$ cat config.mk
export PLATFORM = sky130hd
export DESIGN_NAME = convolutional_encoder
export DESIGN_NICKNAME = d
export VERILOG_FILES = /design/src/rtl/convolutional_encoder.sv
export SDC_FILE = /design/constraint.sdc
export NUM_CORES = 1
export LEC_CHECK = 0
export ABC_CLOCK_PERIOD_IN_PS = 4660
export CELL_PAD_IN_SITES_DETAIL_PLACEMENT = 0
export CELL_PAD_IN_SITES_GLOBAL_PLACEMENT = 1
export CORE_UTILIZATION = 43
export CTS_CLUSTER_DIAMETER = 200
export DETAILED_ROUTE_END_ITERATION = 8
export PLACE_DENSITY = 0.88
export SLEW_MARGIN = 20
export SYNTH_ARGS = -nofsm -noshare
export SYNTH_HDL_FRONTEND = slang
export SYNTH_SLANG_ARGS = --single-unit
$ cat constraint.sdc
create_clock -name Clock -period 4.66 [get_ports Clock]
set_input_delay 1.398 -clock Clock [delete_from_list [all_inputs] [get_ports Clock]]
set_output_delay 1.398 -clock Clock [all_outputs]
set_load 0.03 [all_outputs]
$ cat src/rtl/convolutional_encoder.sv
// K=7 rate-1/2 convolutional encoder (g0=133, g1=171 octal) with puncturing to 2/3 and 3/4.
// One input bit at a time; coded bits are emitted serially with a valid/ready handshake.
module convolutional_encoder (
  input  logic       Clock,
  input  logic       Reset,
  input  logic       Input,
  input  logic       InValid,
  input  logic       InLast,
  input  logic [1:0] Rate,
  output logic       InReady,
  output logic       Output,
  output logic       OutValid,
  input  logic       OutReady
);

  typedef enum logic [1:0] {IDLE, EMIT_A, EMIT_B} state_t;

  state_t      state, state_n;
  logic [5:0]  sr;
  logic [1:0]  phase, rate_q, rate_eff;
  logic        active, last_q, a_p1, b_p1, keep_b_p1;
  logic        accept, a_n, b_n, keep_a, keep_b, done;

  function automatic logic [1:0] norm_rate(input logic [1:0] r);
    return (r == 2'b11) ? 2'b00 : r;
  endfunction

  function automatic logic [1:0] next_phase(input logic [1:0] r, input logic [1:0] ph);
    case (r)
      2'b01:   return (ph == 2'd1) ? 2'd0 : ph + 2'd1;
      2'b10:   return (ph == 2'd2) ? 2'd0 : ph + 2'd1;
      default: return 2'd0;
    endcase
  endfunction

  function automatic logic keep_a_f(input logic [1:0] r, input logic [1:0] ph);
    return !(r == 2'b10 && ph == 2'd2);
  endfunction

  function automatic logic keep_b_f(input logic [1:0] r, input logic [1:0] ph);
    return !(r != 2'b00 && ph == 2'd1);
  endfunction

  always_comb begin
    InReady  = (state == IDLE);
    accept   = InValid && InReady;
    // Rate is taken live only for the first bit of a frame
    rate_eff = active ? rate_q : norm_rate(Rate);
    a_n      = Input ^ sr[1] ^ sr[2] ^ sr[4] ^ sr[5];
    b_n      = Input ^ sr[0] ^ sr[1] ^ sr[2] ^ sr[5];
    keep_a   = keep_a_f(rate_eff, phase);
    keep_b   = keep_b_f(rate_eff, phase);
    state_n  = state;
    done     = 1'b0;
    case (state)
      IDLE: begin
        if (accept) state_n = keep_a ? EMIT_A : EMIT_B;
      end
      EMIT_A: begin
        if (OutReady) begin
          if (keep_b_p1) begin
            state_n = EMIT_B;
          end else begin
            state_n = IDLE;
            done    = 1'b1;
          end
        end
      end
      EMIT_B: begin
        if (OutReady) begin
          state_n = IDLE;
          done    = 1'b1;
        end
      end
      default: state_n = IDLE;
    endcase
  end

  always_ff @(posedge Clock) begin
    if (Reset) begin
      state     <= IDLE;
      sr        <= '0;
      phase     <= '0;
      rate_q    <= 2'b00;
      active    <= 1'b0;
      last_q    <= 1'b0;
      a_p1      <= 1'b0;
      b_p1      <= 1'b0;
      keep_b_p1 <= 1'b0;
      Output    <= 1'b0;
      OutValid  <= 1'b0;
    end else begin
      state <= state_n;
      if (accept) begin
        a_p1      <= a_n;
        b_p1      <= b_n;
        keep_b_p1 <= keep_b;
        sr        <= {sr[4:0], Input};
        phase     <= next_phase(rate_eff, phase);
        active    <= 1'b1;
        last_q    <= InLast;
        if (!active) rate_q <= norm_rate(Rate);
      end else if (done && last_q) begin
        sr     <= '0;
        phase  <= '0;
        active <= 1'b0;
        last_q <= 1'b0;
      end
      // Output stage: registered copy of the coded bit selected by the next state
      OutValid <= (state_n != IDLE);
      case (state_n)
        EMIT_A:  Output <= accept ? a_n : a_p1;
        EMIT_B:  Output <= accept ? b_n : b_p1;
        default: Output <= 1'b0;
      endcase
    end
  end

endmodule
==> impl_results.md, run 1 <==
* Final estimated routing congestion in global placement at 0.709
* Core area at 0.00219 mm2
* VDD IR max at 167 uV
* DP HPWL at 1290 um
* Comb power frac at 19.3%
* FMAX at 0.285 GHz
* Sequential power share at 54.6%
* Unrepaired setup endpoints after global routing: false
* Vias in the first global route at 744
* Clk buf depth at 2
* Area leader, netlist: dfxtp_1
* Grt ovf at 0
* Initial core utilization at 45.6%
* Setup CP Type: input port to register
* Fin. max-slew vios at 0
* Syn_nets at 134
* Post-synth EDFFs at 0
* Reg-to-reg setup timing slack at 2.27 ns
* Status: complete, no violations
* Max Cap Violations at 0
* CP Data Arrival Time at 3.75 ns
* Internal power at 231 uW
* Dominant cells by area after synthesis: dfxtp_1, ha_1, a21oi_1
* Vias per cell at 5.26
* Asr flop ratio synth at 0%
* Measured slew at the worst slew-check pin at 0.683 ns
* Yosys reg bits at 19
* Post-synth top cells: dfxtp_1, nand2_1, nor2_1, a21oi_1, ha_1
* DRT Pass-1 Iters at 4
* Top_reg_cell synth: dfxtp_1
* Chip Height at 50.2 um
* Yosys warns at 0
* Worst-path fanout max at 4
* Worst EP required at 4.90 ns
* CP Launch Type: input port
* Area of the multi-input gates at 573 um2
* Final setup vio count at 0
* Yosys top cell area share at 38.1%
* Initial antenna violation count at 0
* Sink Count at 19
* # rows at 17
* Inserted Diodes at 0
* Slew margin rel. at 54.3%
* Num CTS Buffers at 3
* FILL cells at 227
* WL per Instance at 12.5 um
* DP Cell Count at 149
* Root buf cell: clkbuf_4
* Crit end category: register
* Top-level port count at 11
* TritonCTS clock tree: built
* Die Span X at 50.2 um
* Largest net degree at the start of global routing at 20
* Final #Nets at 144
* Switching Fraction at 28.6%
* Clock share of power at 26.2%
* Leak at 0.000459 uW
* Clk_lat worst skew at 0.30 ns
* Total track usage at 17.2%
* Sum Neg Setup Slack at 0 ns
* Period utilization at 75.3%
* Endpoints failing hold at 0
* Setup Fix Bufs, Post-CTS at 0
* Most common cell in the netlist: dfxtp_1
* Final hold slack at 0.460 ns
* Initial DRC count at 14
* Post-DRT Antenna Nets at 0
* Hold Buf Count CTS at 0
* Hold WC Path Type: register to register
* Mapped Cells at 116
* Sequential-to-total area share from yosys stat at 38.1%
* H-tree Lvls at 1
* First-pass GRT wire length at 3280 um
* Pwr dens at 283 mW/mm2
* Number of port buffers at 10
* Post_cts resized at 0
* Vias at 805
* WL final at 1910 um
* Share of cells above drive strength 1 at 6.40%
* Synth-to-layout area growth at 14.4%
* Register area at 380 um2
* Syn_area_per_cell at 8.61 um2
* Switching power at 92.7 uW
* Cell Area, Synth at 998 um2
* Fin cells at 153
* Final Skew at 0.00867 ns
* Die area at 0.00252 mm2
* Synth unique cells at 28
* Tmin final at 3.51 ns
* Reg clk slew, reported paths at 0.12 ns
* Drt drc at 0
power groups by stage:
| stage | sequential, uW | clock [uW] | combinational [uW] |
|---|---|---|---|
| after floorplan | 181 | 0 | 42.4 |
| after global placement | 180 | 0 | 61.0 |
| after detailed placement | 180 | 0 | 62.1 |
| after CTS | 177 | 87.5 | 62.8 |
| after global routing | 178 | 92.9 | 70.4 |
| final | 177 | 84.7 | 62.4 |
worst max-delay path, stage by stage:
cell	delay (ns)
clkdlybuf4s50_1	0.41
nor3b_1	0.14
a21oi_1	0.28
ha_1	0.25
nand2_1	0.07
or3_1	0.30
a31o_2	0.24
ha_1	0.27
nor2b_1	0.16
nand2_1	0.08
o22ai_1	0.14
path summary, 6_finish.rpt:
kind,from,to,depth (start not counted)
max,Rate[0],Output,11
min,sr[3],sr[4],2
max reg2reg,state[1],Output,9
min reg2reg,sr[3],sr[4],2
state kept, by name (all words and copies together) (netlist names):
name / cells
b_p1: 1
Output: 1
a_p1: 1
last_q: 1
OutValid: 1
active: 1
rate_q: 2
keep_b_p1: 1
phase: 2
sr: 6
state: 2
through the flow:
| stage | power, uW | area (um2) | util [%] | setup slack (ns) |
|---|---|---|---|---|
| after floorplan | 223 | 998 | - | 1.45 |
| after global placement | 241 | 1110 | 50.9 | 0.934 |
| after detailed placement | 242 | 1110 | 50.9 | 0.843 |
| after CTS | 327 | 1140 | 52.1 | 1.16 |
| after global routing | 342 | 1140 | 52.1 | 0.904 |
| final | 324 | 1140 | 52.1 | 1.15 |
per-layer routing:
| layer | vias to the layer above | GRT usage, % | wire length, um |
|---|---|---|---|
| met5 | - | 0 | 0 |
| met4 | 0 | 5.71 | 25 |
| met3 | 4 | 3.94 | 53 |
| met2 | 9 | 25.6 | 814 |
| met1 | 375 | 24.4 | 1010 |
| li1 | 417 | - | - |
layout make-up:
type	count	share of cell area [%]
clock buffers	3	1.97
inverters	7	2.30
flip-flops and latches	19	33.3
multi-input cells	85	50.2
well taps	28	3.07
clock inverters	1	0.438
repair buffers	10	8.76
placed cells by master, fill, tap and decap left out:
cell,Yosys,final
a311oi_1,1,1
o2111ai_2,1,1
a31o_2,1,1
a211oi_1,2,2
a21oi_1,11,11
o21ba_2,1,1
nand2_1,14,14
nor2_1,13,13
inv_1,7,7
a21o_1,1,1
xnor2_1,1,1
clkbuf_4,0,3
o21a_1,2,2
clkinv_2,0,1
nor3b_1,1,1
o22ai_1,1,1
dfxtp_1,19,19
a32oi_1,1,1
xnor2_2,1,1
nand3b_1,1,1
nand3_1,9,9
xnor3_1,2,2
nor2b_1,3,3
a22oi_1,1,1
clkdlybuf4s50_1,0,10
o21ai_0,4,4
or4_1,1,1
ha_1,10,10
and2_1,1,1
or3_1,1,1
kinds of logic after synthesis:
family	synth area share (%)
AO/OA/AOI/OAI	17.8
AND/OR/NAND/NOR	20.1
buffers and inverters	4.51
flip-flops	38.1
adder cells (fa/ha/maj)	12.5
XOR/XNOR	7.02
Note: power is estimated with default switching activity, not from simulation.
==> run 2, diff against run 1 <==
ABC_CLOCK_PERIOD_IN_PS = 3200   (was 4660)
CORE_UTILIZATION = 37   (was 43)
PLACE_DENSITY = 0.81   (was 0.88)
clock period = 3.2 ns   (was 4.66 ns; I/O delays follow)
==> run 2 against run 1 <==
- clock skew fell by 0.0060 ns
- sequential share of layout area down 1.3 points
- cell count grew 5.2%
- design area increased by 4.1%
- worst setup slack worse by 0.87 ns
==> impl_results.md, run 2 (synthesis gave the netlist of run 1 again) <==
* Share of cells above drive strength 1 at 9.92%
* DRT Pass-1 Iters at 4
* Core area at 0.00252 mm2
* Status: complete, no violations
* FMAX at 0.342 GHz
* WL per Instance at 11.6 um
* TritonCTS clock tree: built
* Vias in the first global route at 758
* Crit-path max cell delay at 0.42 ns
* Most flop-heavy register: sr
* Largest net degree at the start of global routing at 16
* Worst-path fanout max at 3
* Vias per cell at 5.18
* GRT Max-Usage Layer: met2
* # rows at 18
* Final estimated routing congestion in global placement at 0.735
* Slew margin rel. at 64.8%
* Top-level port count at 11
* Inserted Diodes at 0
* Power, Total at 475 uW
* Setup CP Type: input port to register
* Num CTS Buffers at 3
* H-tree Lvls at 1
* CP top delay family: simple AND/OR/NAND/NOR gates
* Grt ovf at 0
* Global Route met1 Usage at 18.5%
* Root buf cell: clkbuf_4
* Drt drc at 0
* Crit end category: register
* Initial core utilization at 39.6%
* Post_cts resized at 0
* Finished Core Util at 47.1%
* Tmin final at 2.92 ns
* Final Cell Area at 0.00119 mm2
* Unrepaired setup endpoints after global routing: false
* Post-DRT Antenna Nets at 0
* Pwr dens at 399 mW/mm2
* Initial antenna violation count at 0
* CP Data Arrival Time at 3.15 ns
* Final Skew at 0.00263 ns
* Die area at 0.00291 mm2
* WL final at 1860 um
* Chip Height at 53.9 um
* Period utilization at 91.3%
* Hold Buf Count CTS at 0
* Final setup vio count at 0
* Synth-to-layout area growth at 19.0%
* Met2 Resource Use GR at 25.1%
* Max Cap Violations at 0
* Bufs and invs on worst path at 1
* Clk buf depth at 2
* Number of port buffers at 10
* Final #Nets at 150
* Sink Count at 19
* Vias at 834
* Reg clk slew, reported paths at 0.10 ns
* Clk_lat worst skew at 0.29 ns
* Measured slew at the worst slew-check pin at 0.528 ns
* CP max-delay cell: clkdlybuf4s50_1
* Met3 Usage GRT at 6.21%
* Most common cell after layout, fill and taps aside: dfxtp_1
* Crit path cell chain: clkdlybuf4s50_1, nor3b_1, a21oi_1, ha_1, nand2_1, or3_1, a31o_2, ha_1, nor2b_1, nand2_1, o22ai_1
* Endpoints failing hold at 0
* First-pass GRT wire length at 3150 um
* FILL cells at 255
* DP HPWL at 1380 um
* Fin. max-slew vios at 0
* Leak at 0.000484 uW
* Total track usage at 15.5%
* Setup Fix Bufs, Post-CTS at 0
* Placed instance area at 0.00116 mm2
* Commonest non-fill, non-tap cells in the layout: dfxtp_1, nand2_1, nor2_1
* Initial DRC count at 18
* VDD IR max at 260 uV
* Die Span X at 53.9 um
* Worst EP required at 3.43 ns
* CP Launch Type: input port
* Max reg flops at 6
* Hold WC Path Type: register to register
## run 2: changes by cell type in the layout (fill, tap and decap cells not counted)
cell / delta
buf_4: +6
clkbuf_1: +1
clkinv_2: -1
## run 2: final timing paths
kind                 from  slack, ns  depth (start not counted)  endpoint
setup reg to reg   active       1.02                         10    Output
hold reg to reg     sr[3]       0.46                          2     sr[4]
hold / removal      sr[3]       0.46                          2     sr[4]
setup / recovery  Rate[0]       0.28                         11    Output
## run 2: stage by stage
stage	cells	hold slack (ns)	TNS [ns]	setup WS [ns]
final	161	0.464	0	0.277
after floorplan	116	0.432	0	0.433
after detailed placement	157	0.457	-0.0441	-0.0441
after global routing	161	0.494	0	0.100
after CTS	161	0.470	0	0.270
after global placement	157	0.441	0	0.0178
## run 2: power by group
part | switching [uW] | internal (uW)
registers | 8.28 | 249
clock network | 71.5 | 48.5
logic | 50.3 | 47.6
total | 130 | 345
## run 2: routing by layer
layer | wire length [um] | share of wire, % | vias up
met5 | 0 | 0 | -
met4 | 20 | 1.1 | 0
met1 | 872 | 47 | 391
li1 | - | - | 423
met3 | 91 | 4.9 | 2
met2 | 876 | 47 | 18
## run 2: cell type report
cell class,instances,area [um2],area share [%]
repair buffers,16,145,12.2
well taps,30,37.5,3.16
multi-input cells,85,573,48.2
clock buffers,4,26.3,2.21
inverters,7,26.3,2.21
flip-flops and latches,19,380,32.0
## run 2: worst min-delay path: stages (launching register included)
cell and delay [ns]:
dfxtp_1 0.32, nand2_1 0.05, a21oi_1 0.05
